## src/rtl/image_ram_loader.sv

```systemverilog
// Frame loader: takes a valid/ready byte stream and writes it in raster
// order into the image RAM write port.
//
// Ports
//   iClk, iRst        clock, asynchronous active-high reset
//   iStart, iAbort    begin a frame load / abandon a load in progress
//   iData, iValid     pixel byte stream in
//   oReady            byte accepted this cycle when iValid is also high
//   oWrAddr, oWrData  RAM write port, qualified by oWrEn (1-cycle latency)
//   oBusy             load or flush in progress
//   oDone             1-cycle pulse when the frame is fully written
//   oReaderEn         level enable to the pixel reader, frame resident
//   oChecksum         sum of accepted pixels, mod 2**16
module image_ram_loader #(
    parameter int ADDR_WIDTH  = 14,
    parameter int DATA_WIDTH  = 8,
    parameter int PIXEL_COUNT = 16384
) (
    input  logic                  iClk,
    input  logic                  iRst,
    input  logic                  iStart,
    input  logic                  iAbort,
    input  logic [DATA_WIDTH-1:0] iData,
    input  logic                  iValid,
    output logic                  oReady,
    output logic [ADDR_WIDTH-1:0] oWrAddr,
    output logic [DATA_WIDTH-1:0] oWrData,
    output logic                  oWrEn,
    output logic                  oBusy,
    output logic                  oDone,
    output logic                  oReaderEn,
    output logic [15:0]           oChecksum
);

    typedef enum logic [1:0] {IDLE, LOAD, FLUSH, DONE} state_t;

    // One extra bit so the counter can never wrap by overflow.
    localparam int            CW       = ADDR_WIDTH + 1;
    localparam logic [CW-1:0] LAST_IDX = CW'(PIXEL_COUNT - 1);

    state_t        state;
    state_t        state_next;
    logic [CW-1:0] count;
    logic          accept;
    logic          load_entry;

    always_ff @(posedge iClk or posedge iRst) begin
        if (iRst) begin
            state <= IDLE;
        end else begin
            state <= state_next;
        end
    end

    // An abort in LOAD suppresses a coincident accept.
    always_comb begin
        state_next = state;
        load_entry = 1'b0;
        accept     = 1'b0;
        unique case (state)
            IDLE: begin
                if (iStart) begin
                    state_next = LOAD;
                    load_entry = 1'b1;
                end
            end
            LOAD: begin
                if (iAbort) begin
                    state_next = IDLE;
                end else if (iValid) begin
                    accept = 1'b1;
                    if (count == LAST_IDX) begin
                        state_next = FLUSH;
                    end
                end
            end
            FLUSH: begin
                state_next = DONE;
            end
            DONE: begin
                if (iStart) begin
                    state_next = LOAD;
                    load_entry = 1'b1;
                end
            end
            default: begin
                state_next = IDLE;
            end
        endcase
    end

    always_ff @(posedge iClk or posedge iRst) begin
        if (iRst) begin
            count     <= '0;
            oChecksum <= '0;
            oWrEn     <= 1'b0;
            oWrAddr   <= '0;
            oWrData   <= '0;
            oDone     <= 1'b0;
        end else begin
            oWrEn <= accept;
            oDone <= (state == FLUSH);
            if (accept) begin
                oWrAddr <= count[ADDR_WIDTH-1:0];
                oWrData <= iData;
            end
            if (load_entry) begin
                count     <= '0;
                oChecksum <= '0;
            end else if (accept) begin
                count     <= count + 1'b1;
                oChecksum <= oChecksum + 16'(iData);
            end
        end
    end

    // Plain decodes of the state register, independent of iValid.
    assign oReady    = (state == LOAD);
    assign oBusy     = (state == LOAD) || (state == FLUSH);
    assign oReaderEn = (state == DONE);

endmodule

```

## config.mk

```make
export PLATFORM = sky130hd
export DESIGN_NAME = image_ram_loader
export DESIGN_NICKNAME = d
export VERILOG_FILES = /design/src/rtl/image_ram_loader.sv
export SDC_FILE = /design/constraint.sdc
export NUM_CORES = 1
export LEC_CHECK = 0
export ABC_CLOCK_PERIOD_IN_PS = 4360
export CORE_MARGIN = 2
export CORE_UTILIZATION = 55
export DETAILED_ROUTE_END_ITERATION = 8
export PLACE_DENSITY_LB_ADDON = 0.25
export RECOVER_POWER = 50
export SYNTH_ARGS = -nofsm -noshare
export SYNTH_HDL_FRONTEND = slang
export SYNTH_SLANG_ARGS = --single-unit
```

## constraint.sdc

```tcl
create_clock -name iClk -period 4.36 [get_ports iClk]
set_input_delay 0.872 -clock iClk [delete_from_list [all_inputs] [get_ports iClk]]
set_output_delay 0.872 -clock iClk [all_outputs]
set_load 0.005 [all_outputs]
```

# After elaboration in Yosys (flattened, before gate mapping)
# Index checks and enable logic that the tools add are counted.
# word_totals
ff_bits	57
inputBits	13
output_inout_bits	43
# op_classes
n_addsub	2
eq_ne	7
mux	14
reduce_logical	5
# ops
operator	n
$mux W16	2
$mux W15	2
$add A16 B8 Y16	1
$add A15 B1 Y15 const B	1
$eq A15 B14 Y1 const B	1
$mux W2	4
$pmux W2 S3	1
$mux W1	5
$eq A2 B2 Y1 const B	2
$ne A3 B2 Y1 const B	1
$ne A3 B3 Y1 const B	1
$reduce_and A3 Y1	1
$eq A2 B1 Y1 const B	1
$logic_not A2 Y1	1
$ne A2 B1 Y1 const B	1
$reduce_bool A2 Y1	1
$reduce_or A2 Y1	1
$logic_or A1 B1 Y1	1

# Depth between registers and ports, before layout
# Gate-level depths: netlist of the first run.
# logic_depth
word_depth	5
depth_mapped	9
depth_no_buf	8

# Least setup slack after synthesis of the first run
# No wires, ideal clock.
# synth_timing
path_kind	input port to flip-flop
start	input iData[0]
end	register oChecksum[12]
setup_time_ns	0.127
t_arrival_ns	2.245
slack_ns	1.987
stages	7
n_path_buf	0
cell_sequence	ha_1 > fa_1 > a211oi_1 > o21ai_1 > a31oi_1 > or3_1 > a21oi_1
# synth_via
elab_chain_len	3
# synth_lines
item	line	text
start, declared	23	input logic [DATA_WIDTH-1:0] iData,
$add A16 B8 Y16	112	oChecksum <= oChecksum + 16'(iData);
$mux W16	110	end else if (accept) begin
$mux W16	107	if (load_entry) begin
end signal, assigned	112	
end, declared	32	output logic [15:0] oChecksum
# Every way passes these cells. The select of a mux whose other input is x is not followed.
# A chain may end at the register's enable or synchronous reset.

# Worst setup path in the final report of the first run
# layout_timing
start	input iAbort
end	register oChecksum[13]
# layout_via
elab_chain_len	3
# layout_lines
item	line	text
start, declared	22	input logic iAbort,
$mux W1	68	if (iAbort) begin
$mux W1	60	unique case (state)
$reduce_bool A2 Y1 (no source line)	--	
# Every way passes these cells.

==> results of run 1 <==
-- worst max-delay path, stage by stage --
cell and delay [ns]:
sky130_fd_sc_hd__clkdlybuf4s50_1 0.43, sky130_fd_sc_hd__nand3b_1 0.56, sky130_fd_sc_hd__inv_6 0.44, sky130_fd_sc_hd__nand3_1 0.16, sky130_fd_sc_hd__a2111oi_1 0.50, sky130_fd_sc_hd__o21ai_0 0.17, sky130_fd_sc_hd__o31ai_1 0.10
-- final cells by class --
cell class / instances / area share (%)
sequential: 57 / 39.3
multi-input combinational: 233 / 36.4
timing repair buffer: 58 / 15.6
clock buffer: 10 / 3.51
tap: 70 / 2.41
clock inverter: 4 / 1.93
inverter: 7 / 0.861
-- through the flow --
| step | hold slack, ns | total power [W] |
|---|---|---|
| 2_1_floorplan | 0.470 | 0.00106 |
| 3_3_place_gp | 0.457 | 0.00132 |
| 3_5_place_dp | 0.462 | 0.00134 |
| 4_1_cts | 0.477 | 0.00184 |
| 5_1_grt | 0.502 | 0.00193 |
| 6_report | 0.465 | 0.00182 |
-- report_power, final --
| part | total (W) | internal [W] | leakage (nW) | switching [W] |
|---|---|---|---|---|
| logic | 0.000618 | 0.000296 | 0.894 | 0.000322 |
| clock network | 0.000509 | 0.000313 | 0.102 | 0.000195 |
| registers | 0.000694 | 0.000623 | 0.772 | 0.0000704 |
| total | 0.00182 | 0.00123 | 1.77 | 0.000588 |
-- cell usage in the layout, fill, tap and decap left out, types with 4 or more instances in the layout --
cell                               n
sky130_fd_sc_hd__xnor2_1           9
sky130_fd_sc_hd__xor2_1           13
sky130_fd_sc_hd__ha_1             12
sky130_fd_sc_hd__dfrtp_1          57
sky130_fd_sc_hd__and3_1            4
sky130_fd_sc_hd__nand2_1          92
sky130_fd_sc_hd__dlygate4sd3_1    20
sky130_fd_sc_hd__o21ai_0          11
sky130_fd_sc_hd__nand4_1           5
sky130_fd_sc_hd__clkdlybuf4s50_1  35
sky130_fd_sc_hd__clkbuf_8          9
sky130_fd_sc_hd__nand2b_1          4
sky130_fd_sc_hd__a21oi_1          14
sky130_fd_sc_hd__nand3_1          12
sky130_fd_sc_hd__inv_1             6
sky130_fd_sc_hd__nor2_1           21
-- final timing paths --
check	from	end	slack, ns	cells after the start
max reg2reg	state[1]$_DFFE_PP0P_	oChecksum[13]$_DFFE_PP0P_	1.69	8
min in group asynchronous	iRst	oWrData[5]$_DFFE_PP0P_	1.65	2
max in group asynchronous	iRst	count[1]$_DFFE_PP0P_	1.57	2
max	iAbort	oChecksum[13]$_DFFE_PP0P_	1.35	7
min reg2reg	oWrAddr[10]$_DFFE_PP0P_	oWrAddr[10]$_DFFE_PP0P_	0.47	2
min	oWrAddr[10]$_DFFE_PP0P_	oWrAddr[10]$_DFFE_PP0P_	0.47	2
-- state kept, by name, indices dropped and copies added (netlist names) --
register   cells
oWrEn          1
oWrData        8
oDone          1
oWrAddr       14
count         15
oChecksum     16
state          2
-- cell families (layout without fill, tap and decap cells) --
kind of cell               after synthesis  in the layout  share of synthesized area (%)
and+or+nand+nor                        154            154                           24.0
DFF                                     57             57                           50.2
AOI/OAI and AO/OA                       42             42                           9.12
xor gates and xnor gates                22             22                           6.78
buffers and inverters                   20             79                           3.17
adders and majority gates               13             13                           5.99
muxes                                    2              2                          0.705
-- metal layers --
metal | routed length, um | part of all wire, % | up-vias | global-route usage (%)
met1 | 2870 | 46 | 1163 | 31.9
li1 | - | - | 1146 | -
met4 | 93 | 1.5 | 0 | 9.55
met5 | 0 | 0 | - | 0
met2 | 2960 | 48 | 65 | 38.9
met3 | 294 | 4.7 | 10 | 3.84
==> flow_summary.ini, run 1 <==
[outcome]
outcome = finished, violations left
violations = max-capacitance violations, max-slew violations

[yosys]
synth_enable_flop_cells = 0
postSynth.topFlopCell = sky130_fd_sc_hd__dfrtp_1
netlist_instances = 310
synth.lib_cells_used.distinct = 40
commonest_cells_in_the_synthesized_netlist = sky130_fd_sc_hd__nand2_1 (92), sky130_fd_sc_hd__dfrtp_1 (57), sky130_fd_sc_hd__nor2_1 (21)
netlist_area_um2 = 2840
netlist.top_cell.by_area = sky130_fd_sc_hd__dfrtp_1
yosys-top-cells-area = sky130_fd_sc_hd__dfrtp_1 (50%), sky130_fd_sc_hd__nand2_1 (12%), sky130_fd_sc_hd__ha_1 (5.3%)
seq_area_frac_synth_pct = 50.2
yosys_warnings = 0
syn_nets = 336
synth.ff_latch_count = 57
synth_top_cell_area_share_pct = 50.2
async_flop_share_pct = 100
post_synth.cell_area_avg_um2 = 9.16
synth.most_common_cell = sky130_fd_sc_hd__nand2_1

[routing]
routed_wirelength_um = 6220
drt_iter0_markers = 164
via_per_inst = 5.43
drc_errors = 0
detailedRoute.firstPassIterationCount = 4
via_count = 2384
drtAntennaViolNets = 0
avgRoutedWirePerCell_um = 14.2

[die]
floorplan.core_area_um2 = 5040
die_height_um = 75.9
chipWidth_um = 75.9
floorplan.die_area_um2 = 5750
floorplan.initialDensity_pct = 56.3
floorplan.io_pins = 56
floorplan.rows = 26

[cts]
clk_path_buf_depth = 2
number_of_hold_repair_buffers_added_at_the_cts_stage = 0
cts_made_buffers = 9
post_cts.resized_instances = 0
post-cts-setup-buffer-count = 0
tritoncts = built
cts.sinks = 57
clock_network_latency_to_the_later_pin_of_the_worst_skew_pair_ns = 0.33
clockRootBuffer = sky130_fd_sc_hd__clkbuf_8
htree_num_levels = 3
worst_setup_hold_path_clk_slew_ns = 0.06

[global_route]
grt_first_pass_wirelength_um = 10400
grt_antenna_before_repair = 0
number_of_global_route_vias_before_repair = 2320
grtUsageTotal_pct = 23.8
pin_count_of_the_biggest_net_entering_global_routing = 56
globalRoute.totalOverflow = 0

[setup_path]
critical_path_required_ns = 4.58
critical_path_class = in2reg
crit_path_max_fanout = 37
timing.critical_path.to_type = register
crit_arrival_ns = 3.23
setup.worst_path.start_class = input pin

[power]
p_leak_nw = 1.77
ir_drop_mv = 0.317
power.density_cell_area_nw_per_um2 = 501

[timing]
setup_ws_ns = 1.35
finalSetupTns_ns = 0
report.final.slew_viol_count = 56
max_freq_mhz = 332
finalHoldViolCount = 0
rsz0062_at_grt = no
timing.final.crit_share_pct = 69.0
report.final.setup_viol = 0
slew_headroom_pct = -32.8
worst_slew_pin_slew_ns = 1.99
final_period_minus_worst_setup_slack_ns = 3.01
worst_clock_skew_ns = 0.00712

[layout]
layoutNonFillerInstCount = 439
fill_cells = 418
drive_above_1_share_pct = 4.88
register_area_um2 = 1430
combined_area_of_the_multi_input_logic_cells_um2 = 1320
post-route-util_pct = 72.0
final_net_count = 392
area.growth.synth_to_final_pct = 27.9
antenna_cells = 0
layout.cell_area.non_filler_um2 = 3630

[place]
place.gp.congestion = 0.876
dpl-instance-area_um2 = 3440
post-place-ws_ns = 1.12
numPlacedInstances = 425
io_buffer_count = 55
hpwlAfterDp_um = 4280

[worst_hold_path]
worst_hold_path_type = reg2reg

[job]
maxCapViolCount = 1
Note: power is estimated with default switching activity, not from simulation.
==> inputs of run 2 (changes only) <==
--- a/config.mk
+++ b/config.mk
@@ -5,9 +5,9 @@
 export SDC_FILE = /design/constraint.sdc
 export NUM_CORES = 1
 export LEC_CHECK = 0
-export ABC_CLOCK_PERIOD_IN_PS = 4360
+export ABC_CLOCK_PERIOD_IN_PS = 3000
 export CORE_MARGIN = 2
-export CORE_UTILIZATION = 55
+export CORE_UTILIZATION = 51
 export DETAILED_ROUTE_END_ITERATION = 8
 export PLACE_DENSITY_LB_ADDON = 0.25
 export RECOVER_POWER = 50
==> constraint.sdc (replaced) <==
create_clock -name iClk -period 3 [get_ports iClk]
set_input_delay 0.6 -clock iClk [delete_from_list [all_inputs] [get_ports iClk]]
set_output_delay 0.6 -clock iClk [all_outputs]
set_load 0.005 [all_outputs]
==> run 2 against run 1 <==
Net effect:
- the flow now finishes without violations
- register-to-register slack worse by 1.1 ns
- critical path depth increased by 1
- worst setup slack got worse by 0.94 ns
==> flow_summary.ini, run 2 (same netlist as run 1, synthesis figures left out) <==
[outcome]
outcome = completed

[routing]
avgRoutedWirePerCell_um = 14.2
drt_iter0_markers = 135
via_per_inst = 5.37
detailedRoute.firstPassIterationCount = 4
drtAntennaViolNets = 0
via_count = 2401
drc_errors = 0
routed_wirelength_um = 6350

[global_route]
number_of_global_route_vias_before_repair = 2344
pin_count_of_the_biggest_net_entering_global_routing = 27
grtUsageTotal_pct = 22.5
grt_first_pass_wirelength_um = 10900
globalRoute.totalOverflow = 0
grt_antenna_before_repair = 0

[setup_path]
crit_path_cell_trace = dlygate4sd3_1 -> nand3b_1 -> clkbuf_1 -> inv_6 -> nand3_1 -> a2111oi_1 -> o21ai_0 -> o31ai_1
worst_path_max_delay_cell = sky130_fd_sc_hd__dlygate4sd3_1
timing.critical_path.to_type = register
buffers_inverters_on_critical_path = 3
critical_path_class = in2reg
crit_path_max_incr_delay_ns = 0.58
critical_path_required_ns = 3.23
worst_path_top_cell_family_by_delay = buffers and inverters
setup.worst_path.start_class = input pin
crit_path_max_fanout = 16
crit_arrival_ns = 2.82
r2r-start = state[1]$_DFFE_PP0P_
cp_launch_point = iAbort

[layout]
commonest_cells_after_routing_fill_and_taps_aside = sky130_fd_sc_hd__nand2_1 (92), sky130_fd_sc_hd__dfrtp_1 (57), sky130_fd_sc_hd__clkdlybuf4s50_1 (43), sky130_fd_sc_hd__nor2_1 (21), sky130_fd_sc_hd__a21oi_1 (14)
post-route-util_pct = 67.4
top_regs = oChecksum x16, count x15, oWrAddr x14
max_reg_flops = 16
final_net_count = 396
antenna_cells = 0
area.growth.synth_to_final_pct = 29.0
fill_cells = 442
regMostFlops = oChecksum
drive_above_1_share_pct = 6.13
most_common_cell_after_layout_fill_and_taps_aside = sky130_fd_sc_hd__nand2_1

[worst_hold_path]
worst_hold_path_type = reg2reg
hold_path_startpoint = oWrData[1]$_DFFE_PP0P_

[die]
chipWidth_um = 78.6
floorplan.core_area_um2 = 5440
floorplan.io_pins = 56
floorplan.initialDensity_pct = 52.2
floorplan.die_area_um2 = 6180
floorplan.rows = 27
die_height_um = 78.6

[cts]
clock_network_latency_to_the_later_pin_of_the_worst_skew_pair_ns = 0.33
clockRootBuffer = sky130_fd_sc_hd__clkbuf_8
cts_made_buffers = 9
number_of_hold_repair_buffers_added_at_the_cts_stage = 0
worst_setup_hold_path_clk_slew_ns = 0.06
cts.sinks = 57
htree_num_levels = 3
clk_path_buf_depth = 2
post-cts-setup-buffer-count = 0
tritoncts = built
post_cts.resized_instances = 0

[timing]
timing.final.crit_share_pct = 86.3
finalHoldViolCount = 0
report.final.setup_viol = 0
final_period_minus_worst_setup_slack_ns = 2.59
slew_headroom_pct = 32.8
report.final.slew_viol_count = 0
rsz0062_at_grt = no
worst_clock_skew_ns = 0.00546
max_freq_mhz = 386
finalSetupTns_ns = 0
worst_slew_pin_slew_ns = 1.01

[place]
place.gp.congestion = 0.866
io_buffer_count = 55
hpwlAfterDp_um = 4420

[job]
maxCapViolCount = 0

[power]
p_leak_nw = 1.77
power.density_cell_area_nw_per_um2 = 728
ir_drop_mv = 0.486
## run 2: cell types whose count changed in the layout (fill, tap and decap cells not counted)
cell / change
sky130_fd_sc_hd__clkbuf_8: +2
sky130_fd_sc_hd__bufinv_16: -1
sky130_fd_sc_hd__clkbuf_1: +1
sky130_fd_sc_hd__dlygate4sd3_1: -8
sky130_fd_sc_hd__clkdlybuf4s50_1: +8
sky130_fd_sc_hd__clkinv_4: +1
sky130_fd_sc_hd__buf_4: +2
sky130_fd_sc_hd__clkinv_2: +1
## run 2: through the flow
step | std cells | cell area, um^2 | setup slack (ns) | hold slack [ns] | power, W
after detailed placement | 431 | 3470 | 0.258 | 0.462 | 0.00196
after floorplan | 310 | 2840 | 0.899 | 0.470 | 0.00154
after CTS | 447 | 3680 | 0.602 | 0.478 | 0.00270
after global routing | 447 | 3660 | 0.310 | 0.486 | 0.00285
after global placement | 431 | 3470 | 0.321 | 0.457 | 0.00194
final | 447 | 3660 | 0.411 | 0.469 | 0.00267
## run 2: worst register-to-register path: cells and delay by family, from the launching register on
kind                     cells  cell delay, ns
buffers and inverters        3            0.87
AND/OR/NAND/NOR              3            0.51
flip-flops                   1            0.40
AO/OA/AOI/OAI                2            0.24
adder cells (fa/ha/maj)      1            0.23
## run 2: worst paths after layout
| path | endpoint | slack, ns | cells past startpoint |
|---|---|---|---|
| max | oChecksum[13]$_DFFE_PP0P_ | 0.41 | 8 |
| min | oWrData[1]$_DFFE_PP0P_ | 0.47 | 2 |
| max reg2reg | oChecksum[13]$_DFFE_PP0P_ | 0.60 | 9 |
| min reg2reg | oWrData[1]$_DFFE_PP0P_ | 0.47 | 2 |
| max in group asynchronous | oDone$_DFF_PP0_ | 0.74 | 3 |
| min in group asynchronous | oWrData[5]$_DFFE_PP0P_ | 0.87 | 2 |
## run 2: area by class of cell
class | instances | area (um^2) | share of cell area (%)
Multi-Input combinational cell | 233 | 1320 | 36.1
Inverter | 7 | 31.3 | 0.854
Sequential cell | 57 | 1430 | 38.9
Timing Repair Buffer | 62 | 588 | 16.0
Clock buffer | 11 | 151 | 4.13
Clock inverter | 5 | 53.8 | 1.47
Tap cell | 72 | 90.1 | 2.46
## run 2: where the power goes
part           internal, W  total [W]  leakage (nW)  switching [W]
Sequential        0.000906    0.00101         0.772       0.000105
Clock             0.000425   0.000727         0.109       0.000302
Combinational     0.000454   0.000930         0.885       0.000476
Total              0.00179    0.00267          1.77       0.000882
## run 2: metal layers
metal / up-vias / GRT usage (%) / part of all wire, %
met5: - / 0 / 0
met4: 0 / 12.6 / 2.8
met3: 15 / 3.56 / 4.0
li1: 1167 / - / -
met2: 63 / 33.5 / 44
met1: 1156 / 31.4 / 49
